<file path="config.mk">
export PLATFORM = sky130hd
export DESIGN_NAME = dac_stream_driver
export DESIGN_NICKNAME = d
export VERILOG_FILES = /design/src/rtl/dac_stream_driver.sv
export SDC_FILE = /design/constraint.sdc
export NUM_CORES = 1
export LEC_CHECK = 0
export BUFFER_PORTS_ARGS = -buffer_cell sky130_fd_sc_hd__buf_4
export CORE_MARGIN = 1
export CORE_UTILIZATION = 55
export CTS_BUF_LIST = sky130_fd_sc_hd__clkbuf_4
export CTS_CLUSTER_DIAMETER = 100
export DETAILED_ROUTE_END_ITERATION = 16
export PLACE_DENSITY_LB_ADDON = 0.12
export SETUP_SLACK_MARGIN = 0.1
export SYNTH_ARGS = -nofsm -noshare
export SYNTH_HDL_FRONTEND = slang
export SYNTH_SLANG_ARGS = --single-unit
</file>
<file path="constraint.sdc">
create_clock -name CLK -period 3 [get_ports CLK]
set_input_delay 0.15 -clock CLK [delete_from_list [all_inputs] [get_ports CLK]]
set_output_delay 0.15 -clock CLK [all_outputs]
set_load 0.05 [all_outputs]
</file>
<file path="src/rtl/dac_stream_driver.sv">
// DAC transmit path: sample FIFO, integer DAC clock divider and power-down/wake sequencing.
// One FIFO sample is presented per DAC_CLK period, changing on the falling DAC_CLK edge.
module dac_stream_driver #(
    parameter int unsigned DATA_W      = 8,
    parameter int unsigned CLK_DIV     = 4,
    parameter int unsigned FIFO_DEPTH  = 16,
    parameter int unsigned WAKE_CYCLES = 64
) (
    input  logic                        CLK,
    input  logic                        RST,
    input  logic                        enable,
    input  logic [DATA_W-1:0]           s_data,
    input  logic                        s_valid,
    output logic                        s_ready,
    output logic                        DAC_CLK,
    output logic                        DAC_PWR,
    output logic [DATA_W-1:0]           DAC_Dout,
    output logic                        underrun,
    output logic [$clog2(FIFO_DEPTH):0] fifo_level,
    output logic                        running
);
    localparam int unsigned PTR_W  = $clog2(FIFO_DEPTH);
    localparam int unsigned LVL_W  = PTR_W + 1;
    localparam int unsigned DIV_W  = $clog2(CLK_DIV);
    localparam int unsigned WAKE_W = $clog2(WAKE_CYCLES + 1);
    localparam logic [DATA_W-1:0] MID = {1'b1, {(DATA_W-1){1'b0}}};

    typedef enum logic [1:0] {
        S_SLEEP,
        S_WAKE,
        S_RUN
    } state_t;

    state_t              r_state;
    logic [DIV_W-1:0]    r_div_cnt;
    logic                r_dac_clk;
    logic                r_pwr;
    logic [DATA_W-1:0]   r_dout;
    logic                r_underrun;
    logic                r_stop;
    logic [WAKE_W-1:0]   r_wake_cnt;
    logic [PTR_W-1:0]    r_wr_ptr;
    logic [PTR_W-1:0]    r_rd_ptr;
    logic [LVL_W-1:0]    r_level;
    logic [DATA_W-1:0]   r_mem [FIFO_DEPTH];

    logic                w_upd;
    logic                w_full;
    logic                w_push;
    logic                w_pop;
    logic [DIV_W-1:0]    w_div_nxt;

    // Update edge: divider wraps, DAC_CLK falls. r_stop parks the divider at 0 so it never fires.
    assign w_upd     = (r_state != S_SLEEP) && (r_div_cnt == DIV_W'(CLK_DIV - 1));
    assign w_div_nxt = (r_div_cnt == DIV_W'(CLK_DIV - 1)) ? '0 : r_div_cnt + DIV_W'(1);
    assign w_full    = (r_level == LVL_W'(FIFO_DEPTH));
    assign w_push    = s_valid && !w_full;
    assign w_pop     = (r_state == S_RUN) && w_upd && (r_level != '0);

    assign s_ready    = !w_full;
    assign DAC_CLK    = r_dac_clk;
    assign DAC_PWR    = r_pwr;
    assign DAC_Dout   = r_dout;
    assign underrun   = r_underrun;
    assign fifo_level = r_level;
    assign running    = (r_state == S_RUN);

    // Sample storage; contents are don't-care until written, pointers carry the reset.
    always_ff @(posedge CLK) begin
        if (w_push) begin
            r_mem[r_wr_ptr] <= s_data;
        end
    end

    always_ff @(posedge CLK) begin
        if (RST) begin
            r_state    <= S_SLEEP;
            r_div_cnt  <= '0;
            r_dac_clk  <= 1'b0;
            r_pwr      <= 1'b1;
            r_dout     <= MID;
            r_underrun <= 1'b0;
            r_stop     <= 1'b0;
            r_wake_cnt <= '0;
            r_wr_ptr   <= '0;
            r_rd_ptr   <= '0;
            r_level    <= '0;
        end else begin
            if (w_push) begin
                r_wr_ptr <= r_wr_ptr + PTR_W'(1);
            end
            if (w_pop) begin
                r_rd_ptr <= r_rd_ptr + PTR_W'(1);
            end
            if (w_push && !w_pop) begin
                r_level <= r_level + LVL_W'(1);
            end else if (w_pop && !w_push) begin
                r_level <= r_level - LVL_W'(1);
            end

            case (r_state)
                S_SLEEP: begin
                    r_div_cnt <= '0;
                    r_dac_clk <= 1'b0;
                    r_pwr     <= 1'b1;
                    r_dout    <= MID;
                    r_stop    <= 1'b0;
                    if (enable) begin
                        r_state    <= S_WAKE;
                        r_pwr      <= 1'b0;
                        r_underrun <= 1'b0;
                        r_wake_cnt <= '0;
                    end
                end
                S_WAKE: begin
                    r_div_cnt <= w_div_nxt;
                    r_dac_clk <= (w_div_nxt >= DIV_W'(CLK_DIV / 2));
                    if (w_upd) begin
                        if (!enable) begin
                            r_state   <= S_SLEEP;
                            r_div_cnt <= '0;
                            r_dac_clk <= 1'b0;
                            r_pwr     <= 1'b1;
                            r_dout    <= MID;
                        end else if (r_wake_cnt == WAKE_W'(WAKE_CYCLES - 1)) begin
                            r_state <= S_RUN;
                        end else begin
                            r_wake_cnt <= r_wake_cnt + WAKE_W'(1);
                        end
                    end
                end
                S_RUN: begin
                    if (r_stop) begin
                        // The last sample had its update edge; power down now.
                        r_state   <= S_SLEEP;
                        r_stop    <= 1'b0;
                        r_div_cnt <= '0;
                        r_dac_clk <= 1'b0;
                        r_pwr     <= 1'b1;
                        r_dout    <= MID;
                    end else begin
                        r_div_cnt <= w_div_nxt;
                        r_dac_clk <= (w_div_nxt >= DIV_W'(CLK_DIV / 2));
                        if (w_upd) begin
                            if (w_pop) begin
                                r_dout <= r_mem[r_rd_ptr];
                            end else begin
                                r_underrun <= 1'b1;
                            end
                            if (!enable) begin
                                r_stop <= 1'b1;
                            end
                        end
                    end
                end
                default: begin
                    r_state <= S_SLEEP;
                end
            endcase
        end
    end

endmodule

</file>
Word level (Yosys, flattened, before mapping)
Memories as Yosys holds them, arrays and structs flattened. A register that Yosys moved wholly into a read port is not among the register bits.
Index checks and enable logic that the tools add are counted.
Word-level totals
  memories: 1
  logic and storage cells: 102
  bits in registers: 36
  RAM bits: 128
  input port bits: 12
  output and inout port bits: 18
Memories
  r_mem: words 16, bits a word 8, read ports 1, clocked after memory_dff 1, write ports 1, RTL line 45  | logic [DATA_W-1:0] r_mem [FIFO_DEPTH];
Cells by class
  $lt $le $gt $ge: 1
  equal/unequal tests: 17
  reductions and logical operators: 21
  add/sub/neg operators: 6
  muxes and demuxes: 45
Operator list (count)
  two-way mux 8 bit: 5
  two-way mux 7 bit: 4
  case mux 8 bit (3 select lines): 1
  two-way mux 2 bit: 9
  two-way mux 1 bit: 15
  AND reduction 5 bit: 3
  != test 2 bit (second input constant): 7
  case mux 7 bit (2 select lines): 1
  case mux 2 bit (3 select lines): 2
  two-way mux 5 bit: 2
  adder 4 x 1 -> 4 bit (second input constant): 2
  two-way mux 4 bit: 2
  AND reduction 4 bit: 2
  nonzero test 2 bit: 4
  adder 7 x 1 -> 7 bit (second input constant): 1
  == test 7 x 6 -> 1 bit (second input constant): 1
  logical AND 1 bit: 6
  != test 3 x 1 -> 1 bit (second input constant): 2
  case mux 1 bit (3 select lines): 2
  adder 5 x 1 -> 5 bit (second input constant): 1
  == test 5 bit (second input constant): 1
  nonzero test 5 bit: 1
  subtractor 5 x 1 -> 5 bit (second input constant): 1
  == test 2 bit (second input constant): 2
  other kinds (9): 13

Logic depth before layout (Yosys ltp)
  word-level depth: 8
  mapped depth: 13
  depth with buffers taken out: 12

Worst setup path after synthesis
No wires, ideal clock.
  path type: flip-flop to flip-flop
  start: reg r_level[0] (netlist: fifo_level[0])
  end: reg r_level[4] (netlist: fifo_level[4])
  cell stages (with the launch flop): 11
  setup time: 0.071 ns
  data required time: 2.929 ns
  data arrival time: 2.954 ns
  buffers on the path: 0
  path slack: -0.025 ns
  period minus slack after synthesis: 3.025 ns
  cell sequence: dfxtp_1 > or4_4 > o211ai_4 > ha_1 > inv_1 > fa_1 > a21o_1 > a21oi_1 > xnor2_1 > or3_1 > a21oi_1
Between the ends
  cells in the longest elaborated chain, start to end: 6
  elaborated cells on any way between the ends: 14
  those cells by class: 2 x add/sub; 1 x eq/ne; 2 x mux; 9 x reduce/logical
Ends and longest elaborated chain
  start: declaration: RTL line 44  | logic [LVL_W-1:0] r_level;
  start signal: assignment: RTL line 96  | r_level <= r_level + LVL_W'(1);
  start signal: assignment: RTL line 98  | r_level <= r_level - LVL_W'(1);
  branches (longest 6 deep; another with subtractor 5 x 1 -> 5 bit)
Parallel ways; which one is timed is not known. The select of a mux whose other input is x is not followed.
A chain may end at the register's enable or synchronous reset.

Worst setup path in the final report
Ends and elaborated chain as after synthesis.

==> summary.txt <==
Status
  – Status: completed

Clocking
  – H-Tree Depth: 4
  – Clock Path Buffers: 2
  – Root Buffer: clkbuf_4
  – Num CTS Buffers: 17
  – Sink Count: 168
  – Clk slew on worst S/H paths: between 100 and 150 ps
  – Worst-skew pair later-pin latency: roughly 530 ps
  – CTS tree: done

Logic synthesis
  – Top-count cell post-synth: edfxtp_1
  – Post-synth top area share: 0.5675
  – Cells after Synth: 423
  – Main combinational cell family by area after synthesis: multiplexers
  – Ranking of synthesized cells by area: edfxtp_1 57%, dfxtp_1 12%, mux4_2 10%, ha_1 2.8%, nor2_1 2.2%
  – Synth Warn #: 0
  – Avg Cell Area, Syn: 16.01 um^2
  – Synth Cell Area: 6773 um^2
  – Async S/R FF share, synth: 0
  – Synth Area in XOR/XNOR: 0.01681
  – Synth Net Count: about 450
  – Top cell type by total area after synthesis: edfxtp_1
  – Yosys reg bits: 168
  – Synth top cells by count: 128 x edfxtp_1, 40 x dfxtp_1, 40 x nor2_1
  – Complex-gate fraction of the synthesized area: 0.06318
  – Post-synthesis mux area share: 0.1120
  – Post-synthesis adder-cell area fraction: 0.03067
  – Netlist cell types: 47
  – Sequential share of the synthesized area: 0.6858
  – Number of synthesized flops with an enable pin: approximately 130
  – Top FF cell, synth: edfxtp_1
  – Synth Area in Simple Gates: 0.07556

STA
  – Final hold violation count: 0
  – Final Max Tran Viols: 0
  – Fmax: 368.6 MHz
  – RSZ-0062 raised after global routing: false
  – Final Cycle Share: 0.9044
  – Final setup TNS: 0 ps
  – Min Clock Period, post-route: ~2700 ps
  – Slew margin rel.: 0.4302
  – Final setup viols: 0
  – Worst Tran Pin Value: roughly 850 ps
  – Final worst slack: roughly 290 ps
  – Max Clock Skew: about 16 ps

GRT
  – Total gr overflow: 0
  – Vias in the first global route: approximately 3700
  – All-Layer GR Usage: 0.2176
  – Initial antenna violation count: 1
  – First-pass GRT wire length: 20030 um
  – Largest net degree at the start of global routing: 34

Finish
  – Synth-to-Final Area Change: 12.80%
  – Layout cells sized above 1: 0.2450
  – Layout net count: 513
  – Layout Cells excl Fill: between 600 and 700
  – Filler cells: between 800 and 900

Drt
  – Via count: ~3800
  – Avg WL per Cell: slightly below 20 um
  – Routed wire length: ~13000 um
  – Wire length on met3: a little under 700 um
  – Via density: roughly 5.8
  – M1 WL: 5761 um
  – Met2 routed WL: ~6000 um
  – Residual DRC count: 0
  – Uppermost layer routed: met4
  – Initial drt markers: 349
  – Final ANT Viol Nets: 0
  – DR pass1 iterations: 5

Floorplan
  – Core region area: 12010 um^2
  – Die area: 12760 um^2
  – Initial core utilization: 0.5639
  – Top Ports: 30
  – Chip height: about 110 um
  – Rows: 40
  – Die X-Extent: about 110 um

Setup path
  – Crit path launch: fifo_level[0]
  – CP Data Required Time: approximately 3500 ps
  – Worst-path maximum fanout: 6
  – Internal reg-to-reg setup slack: between 200 and 300 ps
  – Worst r2r src: fifo_level[0]
  – Worst Reg2Reg Path Length in Cells: 10
  – Type of origin of the critical path: flop
  – CP Capture Type: flop
  – Worst Path Arrival: 3170 ps
  – Worst reg2reg path endpoint: fifo_level[4]
  – Crit path kind: reg2reg

Job
  – Max-cap violation count: 0

Power and ir drop
  – Lkg Pwr: between 2 and 3 nW
  – Worst-case vdd ir drop: approximately 380 uV
  – Power Dens Cells: between 500 and 600 nW/um^2
  – Total power draw: 0.004516 W

Placement
  – Routability cong.: 0.8307
  – Placed cells: 602
  – # port buffers: 29
  – Dpl hpwl: between 8000 and 9000 um
  – Place WS: 204.3 ps

Worst hold path
  – Hold path cells: 5
  – Worst min path class: in2reg
  – Hold Startpoint: s_valid
  – Hold worst-path end: r_wr_ptr[0]
[cells in the final DEF, fill, tap and decap left out, types with 3 or more instances in the layout]
| cell type | count |
|---|---|
| nor4_1 | 3 |
| clkinv_1 | 5 |
| xnor2_1 | 5 |
| a31oi_1 | 3 |
| mux4_2 | 31 |
| edfxtp_1 | 128 |
| a22o_1 | 7 |
| nor3_1 | 8 |
| nand2_1 | 20 |
| clkbuf_4 | 24 |
| mux2i_1 | 6 |
| buf_4 | 50 |
| a21oi_1 | 14 |
| nor2b_1 | 4 |
| xor2_1 | 8 |
| dfxtp_2 | 4 |
| inv_1 | 8 |
| o21ai_0 | 9 |
| nand2b_1 | 5 |
| ha_1 | 14 |
| nand4_1 | 4 |
| a22oi_1 | 16 |
| dfxtp_1 | 36 |
| nor2_1 | 40 |
| dlygate4sd3_1 | 10 |
[critical path: stages, from the launching register on]
cell and delay, ps:
dfxtp_2 370, or4_4 560, o211ai_4 200, ha_4 170
inv_1 90, fa_1 410, a21o_1 190, a21oi_2 160
xnor2_1 80, or3_1 300, a21oi_1 140
[through the flow]
stage	instance area [um^2]	hold WS (ps)	utilization
2_1_floorplan	6777	248.9	-
3_3_place_gp	7274	449.9	0.6056
3_5_place_dp	7274	464.0	0.6056
4_1_cts	7614	184.6	0.6339
5_1_grt	7640	243.6	0.6360
6_report	7640	267.9	0.6360
[metal layers]
metal	vias to the layer above	track usage
met4	0	0.06667
met2	97	0.3370
li1	1764	-
met1	1896	0.3049
met5	-	0
met3	13	0.05945
[cell families after synthesis]
| group | count (synthesis) |
|---|---|
| mux | 37 |
| flops | 168 |
| buf+inv | 27 |
| compound gates | 62 |
| fa+ha+maj | 16 |
| xor+xnor | 13 |
| simple gates | 100 |
[state kept, by name, summed over array words and instances (netlist names), named ones only]
name / flops
DAC_CLK: 1
r_rd_ptr: 4
r_wr_ptr: 4
r_mem: 128
r_stop: 1
fifo_level: 5
r_div_cnt: 2
DAC_Dout: 8
r_wake_cnt: 7
r_state: 2
DAC_PWR: 1
underrun: 1
[what timing repair did]
item / 4_1_cts / 5_1_grt
resized for setup: 0 / 3
setup endpoints to repair: 0 / 1
endpoints found under the hold margin: 146 / 0
setup buffers: 0 / 1
hold buffers: 10 / 0
[final cells by class]
class | count | area [um^2] | area share
tap | 147 | 183.9 | 0.02407
clock inverter | 8 | 58.81 | 0.007697
antenna | 1 | 2.502 | 0.0003275
clock buffer | 24 | 180.2 | 0.02358
timing repair buffer | 61 | 495.5 | 0.06485
sequential | 168 | 4649 | 0.6086
multi-input combinational | 228 | 2036 | 0.2665
inverter | 9 | 33.78 | 0.004422
[power by group]
group	internal (W)	switching, W	leakage, nW
Sequential	0.00259	0.0000634	1.48
Clock	0.000461	0.000688	0.140
Combinational	0.000264	0.000451	0.969
[how the worst max path moves through the flow]
stage,depth (start not counted),endpoint,slack [ps]
6_report,10,fifo_level[4],290
5_1_grt,10,fifo_level[4],150
4_1_cts,10,fifo_level[4],170
3_5_place_dp,10,fifo_level[4],200
3_3_place_gp,10,fifo_level[4],290
2_1_floorplan,10,fifo_level[4],120
Note: power is estimated with default switching activity, not from simulation.
